--- src/rtl/can_rx_frame_streamer.sv ---
// Buffers complete CAN frames from the protocol core and streams each one
// to the AXI controller as one or two 32-bit words with a registered
// valid/last handshake. Frames that arrive while the buffer is full are
// dropped and counted.
module can_rx_frame_streamer #(
    parameter int FRAME_DEPTH = 4,
    parameter int CNT_W       = 8
) (
    input  logic                         ap_clk,
    input  logic                         ap_rst,
    input  logic                         frm_valid,
    input  logic [28:0]                  frm_id,
    input  logic                         frm_ide,
    input  logic                         frm_rtr,
    input  logic [3:0]                   frm_dlc,
    input  logic [63:0]                  frm_data,
    output logic                         rx_valid,
    input  logic                         rx_ready,
    output logic                         rx_last,
    output logic [31:0]                  rx_data,
    output logic [28:0]                  rx_id,
    output logic                         rx_ide,
    input  logic                         ovf_clr,
    output logic                         ovf_sticky,
    output logic [CNT_W-1:0]             drop_cnt,
    output logic [$clog2(FRAME_DEPTH):0] fifo_level
);

    localparam int PTR_W = $clog2(FRAME_DEPTH);
    localparam int LVL_W = PTR_W + 1;

    typedef struct packed {
        logic [28:0] id;
        logic        ide;
        logic        two_words;
        logic [63:0] data;
    } frame_t;

    typedef enum logic {IDLE, SEND} state_t;

    frame_t     fifo_mem [FRAME_DEPTH];
    frame_t     in_frame;
    frame_t     head;
    logic [3:0] eff_len;
    logic       push;
    logic       pop;
    logic       drop;

    state_t           state_q,    state_d;
    logic [PTR_W-1:0] rd_ptr_q,   rd_ptr_d;
    logic [PTR_W-1:0] wr_ptr_q,   wr_ptr_d;
    logic [LVL_W-1:0] level_q,    level_d;
    logic             rx_valid_q, rx_valid_d;
    logic             rx_last_q,  rx_last_d;
    logic [31:0]      rx_data_q,  rx_data_d;
    logic [28:0]      rx_id_q,    rx_id_d;
    logic             rx_ide_q,   rx_ide_d;
    logic [31:0]      word1_q,    word1_d;
    logic             ovf_q,      ovf_d;
    logic [CNT_W-1:0] drop_q,     drop_d;

    // Clamp the length, zero bytes beyond it and decide the word count.
    always_comb begin
        // NOTE: combinational blocks assign every output first, so no path leaves a value unassigned and no latch is inferred.
        in_frame = '0;
        if (frm_rtr)
            eff_len = 4'd0;
        else if (frm_dlc > 4'd8)
            eff_len = 4'd8;
        else
            eff_len = frm_dlc;
        for (int i = 0; i < 8; i++) begin
            in_frame.data[i*8 +: 8] = (4'(i) < eff_len) ? frm_data[i*8 +: 8] : 8'h00;
        end
        in_frame.id        = frm_id;
        in_frame.ide       = frm_ide;
        in_frame.two_words = (eff_len > 4'd4);
    end

    assign head = fifo_mem[rd_ptr_q];

    // Frame storage; a push writes the tail slot.
    always_ff @(posedge ap_clk) begin
        // NOTE: the frame array is deliberately not reset; the level counter alone marks which slots are valid.
        if (push)
            fifo_mem[wr_ptr_q] <= in_frame;
    end

    // Next-state logic for the FIFO, the output stage and the drop counter.
    always_comb begin
        // NOTE: blocking '=' is used here so later lines see earlier results (pop feeds push); state registers use '<='.
        state_d    = state_q;
        rd_ptr_d   = rd_ptr_q;
        wr_ptr_d   = wr_ptr_q;
        level_d    = level_q;
        rx_valid_d = rx_valid_q;
        rx_last_d  = rx_last_q;
        rx_data_d  = rx_data_q;
        rx_id_d    = rx_id_q;
        rx_ide_d   = rx_ide_q;
        word1_d    = word1_q;
        ovf_d      = ovf_q;
        drop_d     = drop_q;
        pop        = 1'b0;

        // A pop happens when the output register is free or finishes its last word.
        if (level_q != '0) begin
            if (state_q == IDLE)
                pop = 1'b1;
            else if (rx_valid_q && rx_ready && rx_last_q)
                pop = 1'b1;
        end

        // A pop in the same cycle frees a slot, so a full FIFO can still accept.
        push = frm_valid && ((level_q < LVL_W'(FRAME_DEPTH)) || pop);
        drop = frm_valid && !push;

        if (pop) begin
            rx_valid_d = 1'b1;
            rx_last_d  = !head.two_words;
            rx_data_d  = head.data[31:0];
            word1_d    = head.data[63:32];
            rx_id_d    = head.id;
            rx_ide_d   = head.ide;
            rd_ptr_d   = rd_ptr_q + PTR_W'(1);
            state_d    = SEND;
        end else if (state_q == SEND && rx_valid_q && rx_ready) begin
            if (!rx_last_q) begin
                rx_data_d = word1_q;
                rx_last_d = 1'b1;
            end else begin
                rx_valid_d = 1'b0;
                rx_last_d  = 1'b0;
                state_d    = IDLE;
            end
        end

        if (push)
            wr_ptr_d = wr_ptr_q + PTR_W'(1);
        if (push && !pop)
            level_d = level_q + LVL_W'(1);
        else if (pop && !push)
            level_d = level_q - LVL_W'(1);

        // A drop takes priority over a clear in the same cycle.
        if (drop) begin
            ovf_d = 1'b1;
            if (ovf_clr)
                drop_d = CNT_W'(1);
            else if (drop_q != '1)
                drop_d = drop_q + CNT_W'(1);
        end else if (ovf_clr) begin
            ovf_d  = 1'b0;
            drop_d = '0;
        end
    end

    // State, pointer and output registers with synchronous reset.
    always_ff @(posedge ap_clk) begin
        if (ap_rst) begin
            state_q    <= IDLE;
            rd_ptr_q   <= '0;
            wr_ptr_q   <= '0;
            level_q    <= '0;
            rx_valid_q <= 1'b0;
            rx_last_q  <= 1'b0;
            rx_data_q  <= '0;
            rx_id_q    <= '0;
            rx_ide_q   <= 1'b0;
            word1_q    <= '0;
            ovf_q      <= 1'b0;
            drop_q     <= '0;
        end else begin
            state_q    <= state_d;
            rd_ptr_q   <= rd_ptr_d;
            wr_ptr_q   <= wr_ptr_d;
            level_q    <= level_d;
            rx_valid_q <= rx_valid_d;
            rx_last_q  <= rx_last_d;
            rx_data_q  <= rx_data_d;
            rx_id_q    <= rx_id_d;
            rx_ide_q   <= rx_ide_d;
            word1_q    <= word1_d;
            ovf_q      <= ovf_d;
            drop_q     <= drop_d;
        end
    end

    assign rx_valid   = rx_valid_q;
    assign rx_last    = rx_last_q;
    assign rx_data    = rx_data_q;
    assign rx_id      = rx_id_q;
    assign rx_ide     = rx_ide_q;
    assign ovf_sticky = ovf_q;
    assign drop_cnt   = drop_q;
    assign fifo_level = level_q;

endmodule

--- config.mk ---
export PLATFORM = sky130hd
export DESIGN_NAME = can_rx_frame_streamer
export DESIGN_NICKNAME = d
export VERILOG_FILES = /design/src/rtl/can_rx_frame_streamer.sv
export SDC_FILE = /design/constraint.sdc
export NUM_CORES = 1
export LEC_CHECK = 0
export ABC_AREA = 1
export BUFFER_PORTS_ARGS = -buffer_cell sky130_fd_sc_hd__buf_2
export CELL_PAD_IN_SITES_DETAIL_PLACEMENT = 0
export CELL_PAD_IN_SITES_GLOBAL_PLACEMENT = 1
export CORE_MARGIN = 2
export CORE_UTILIZATION = 40
export DETAILED_ROUTE_END_ITERATION = 10
export PLACE_DENSITY_LB_ADDON = 0.05
export SETUP_SLACK_MARGIN = 0.15
export SLEW_MARGIN = 20
export SYNTH_ARGS = -nofsm -noshare
export SYNTH_HDL_FRONTEND = slang
export SYNTH_SLANG_ARGS = --single-unit
--- constraint.sdc ---
create_clock -name ap_clk -period 9.8 [get_ports ap_clk]
set_input_delay 0.98 -clock ap_clk [delete_from_list [all_inputs] [get_ports ap_clk]]
set_output_delay 0.98 -clock ap_clk [all_outputs]
set_load 0.05 [all_outputs]
==> metrics <==
initial core utilization=0.405; Worst setup EP type=flop; RSZ-0062 raised after global routing=no; min-delay src=rd_ptr_q[1]; Final setup viols=0; Reg power frac=0.395; Fin Hold WS=0.462 ns; hold buffer count at CTS=0; row count=80; total CTS buffers=53; Synth Instances=1,761; vias=12.9k; Post-CTS Setup Inserts=0; GRT Total Usage=0.201; CTS tree=yes; Sw Pwr=2760 uW; PostCTS Resize Cnt=0; area delta synth->final=16.2%; Worst EP arrival=3.71 ns; setup_tns=0 ns; clk slew on worst S/H paths=0.06 ns; #FFs+latches synth=494; Critical Path Start Type=input port; final wirelength=50,100 microns; # DRC=0; Cell Count, Final, Fillers Out=2,576; Int Power=4400 uW; largest net degree at the start of global routing=95; clock sinks=494; vias in the first global route=12.6k; CP most frequent cell=nand2_1; Post-DRT Antenna Nets=0; Max-Cap Viols=0; post-synth cell types=33; R2R cell count=8; share of layout cells above drive strength 1=0.155; min Tclk post-route=3.51 ns; WP data required=10.01 ns; Syn Nets=1,872; post-placement cell count=2,477; CORE AREA=47,700 sq um; syn avg cell area=11.0 sq um; Setup CP Type=input port to flop; worst hold path depth=2; VDD IR max=0.000248 V; io pins=180; WL/cell=19.4 microns; crit-path leading delay family=buffers and inverters; status=finished, final reports clean; Die ar.=50,100 sq um; final setup margin=6.29 ns; Max Slew Vio Count=0; Critical Path Start=rx_ready; Leak Pwr=0.00874 uW; Clock Root Buffer=clkbuf_16; Die W=224 microns; worst reg2reg startpoint=rx_last; port buffer count=179; Worst Tran Pin Value=1.09 ns; Vias/cell=4.99; GR Overflow Total=0; PwrDens=318 nW/um^2; sequential share of the synthesized area=0.708; Worst-Skew Late Latency=0.61 ns; Hold Crit Class=flop to flop; Max Fclk=0.285 GHz; clock power share=0.280; placer congestion estimate=0.748; Hold Vio Cnt, Final=0; final layout net count=2,028; Rel. slew slack=0.274; synthesized area=19,300 sq um; Critical Path Max Stage Delay=0.80 ns; total stage count of the critical path=9; Warnings, synthesis=0; combinational share of power=0.326; Tcrit/Tclk final=0.358; die height=224 microns; DP HPWL=28,700 microns; Setup Skew=0.0312 ns; switch share=0.385; initial antenna violation count=1; first-pass GRT wire length=76,100 microns; crit path cell chain=buf_2 -> nand2_1 -> nand2_1 -> nand2_1 -> nand2_1 -> nand2_1 -> nor2_4 -> buf_4 -> buf_4; TritonRoute pass-1 iters=5; Clock Path Buffers=3; htree depth=2; worst-path fanout max=53; initial DRC count=735; n_diodes=0; Worst Path Buf+Inv=3; cell at the slowest stage of the critical path=buf_4; Worst Setup Slack post-DPL=5.65 ns
## power by group through the flow
stage                     registers (uW)  clock network, uW  logic [uW]
after global placement              2870                  0        2360
after global routing                2860               2140        2600
final                               2820               2000        2330
after CTS                           2830               2050        2390
after floorplan                     3230                  0        1350
after detailed placement            2870                  0        2380
## logic make-up after synthesis
group,count (synthesis),synth area share
flops,494,0.708
fa+ha+maj,7,0.00492
simple gates,624,0.126
compound gates,379,0.105
xor+xnor,1,0.000453
buf+inv,256,0.0558
## cells in the mapped netlist
library cell | count | share of area
o21ai_2 | 1 | 0.00045
buf_2 | 36 | 0.0093
xnor2_1 | 1 | 0.00045
nand4_1 | 1 | 0.00032
nand2_2 | 3 | 0.00097
nand2_1 | 181 | 0.035
inv_4 | 1 | 0.00032
nor2_1 | 393 | 0.076
o21ai_1 | 14 | 0.0036
dfxtp_1 | 114 | 0.12
or2_2 | 1 | 0.00032
o22ai_1 | 60 | 0.019
nor2_2 | 2 | 0.00065
clkinv_1 | 1 | 0.00019
or3b_2 | 1 | 0.00045
nand3_1 | 38 | 0.0098
buf_6 | 7 | 0.0041
o211ai_1 | 5 | 0.0019
o21ai_0 | 213 | 0.055
nor3_1 | 2 | 0.00052
a31oi_1 | 30 | 0.0097
ha_1 | 6 | 0.0039
fa_1 | 1 | 0.0010
inv_2 | 1 | 0.00019
clkbuf_1 | 49 | 0.0095
a211oi_2 | 1 | 0.00065
nand3_2 | 1 | 0.00052
edfxtp_1 | 380 | 0.59
a21oi_1 | 55 | 0.014
buf_4 | 5 | 0.0019
inv_1 | 155 | 0.030
nor2_4 | 1 | 0.00058
buf_1 | 1 | 0.00019
## worst min-delay path: cells and delay by family, from the launching register on
kind                   cells  cell delay, ns
AO/OA/AOI/OAI              1            0.07
buffers and inverters      1            0.06
flip-flops                 1            0.30
## layout make-up
type | instances | area [sq um]
well taps | 615 | 769
clock inverters | 30 | 292
multi-input cells | 1011 | 4600
fillers | 4498 | 25300
repair buffers | 199 | 1050
inverters | 158 | 598
clock buffers | 69 | 1470
flip-flops and latches | 494 | 13700
## path summary, 6_finish.rpt
kind	to	slack (ns)
min	flop	0.46
max reg2reg	fifo_mem[3][37]	6.32
min reg2reg	flop	0.46
max	fifo_mem[3][37]	6.29
## flip-flops by register name, indices dropped and copies added (netlist names), named ones only
register	flops
rx_last	1
word1_q	32
rx_data	32
rx_valid	1
wr_ptr_q	2
ovf_sticky	1
drop_cnt	8
fifo_level	3
fifo_mem	380
rd_ptr_q	2
rx_ide	1
rx_id	29
## per-layer routing
metal / GRT usage / share of wire / vias up
li1: - / - / 6330
met1: 0.259 / 0.44 / 6209
met2: 0.347 / 0.50 / 251
met3: 0.0361 / 0.047 / 69
met4: 0.0613 / 0.022 / 0
met5: 0 / 0 / -
## stage by stage
stage	instance area (sq um)	utilization	power, uW
after CTS	22500	0.471	7270
after global placement	20700	0.434	5230
final	22500	0.471	7150
after floorplan	19300	-	4570
after detailed placement	20700	0.434	5250
after global routing	22500	0.471	7590
## cells in the final DEF (no fill, tap or decap), types with 5 or more instances in the layout
| cell | count |
|---|---|
| nor2_4 | 5 |
| a31oi_1 | 30 |
| dfxtp_1 | 112 |
| buf_4 | 20 |
| clkbuf_1 | 9 |
| nor2_1 | 389 |
| clkbuf_8 | 6 |
| o21ai_1 | 15 |
| nand2_1 | 181 |
| nand3_1 | 38 |
| o21ai_0 | 212 |
| inv_1 | 154 |
| o211ai_1 | 5 |
| clkinv_1 | 6 |
| clkbuf_16 | 54 |
| edfxtp_1 | 380 |
| buf_2 | 179 |
| bufinv_16 | 5 |
| a21oi_1 | 55 |
| clkinv_2 | 14 |
| o22ai_1 | 60 |
| ha_1 | 6 |
Power figures use the tool's default switching activity.
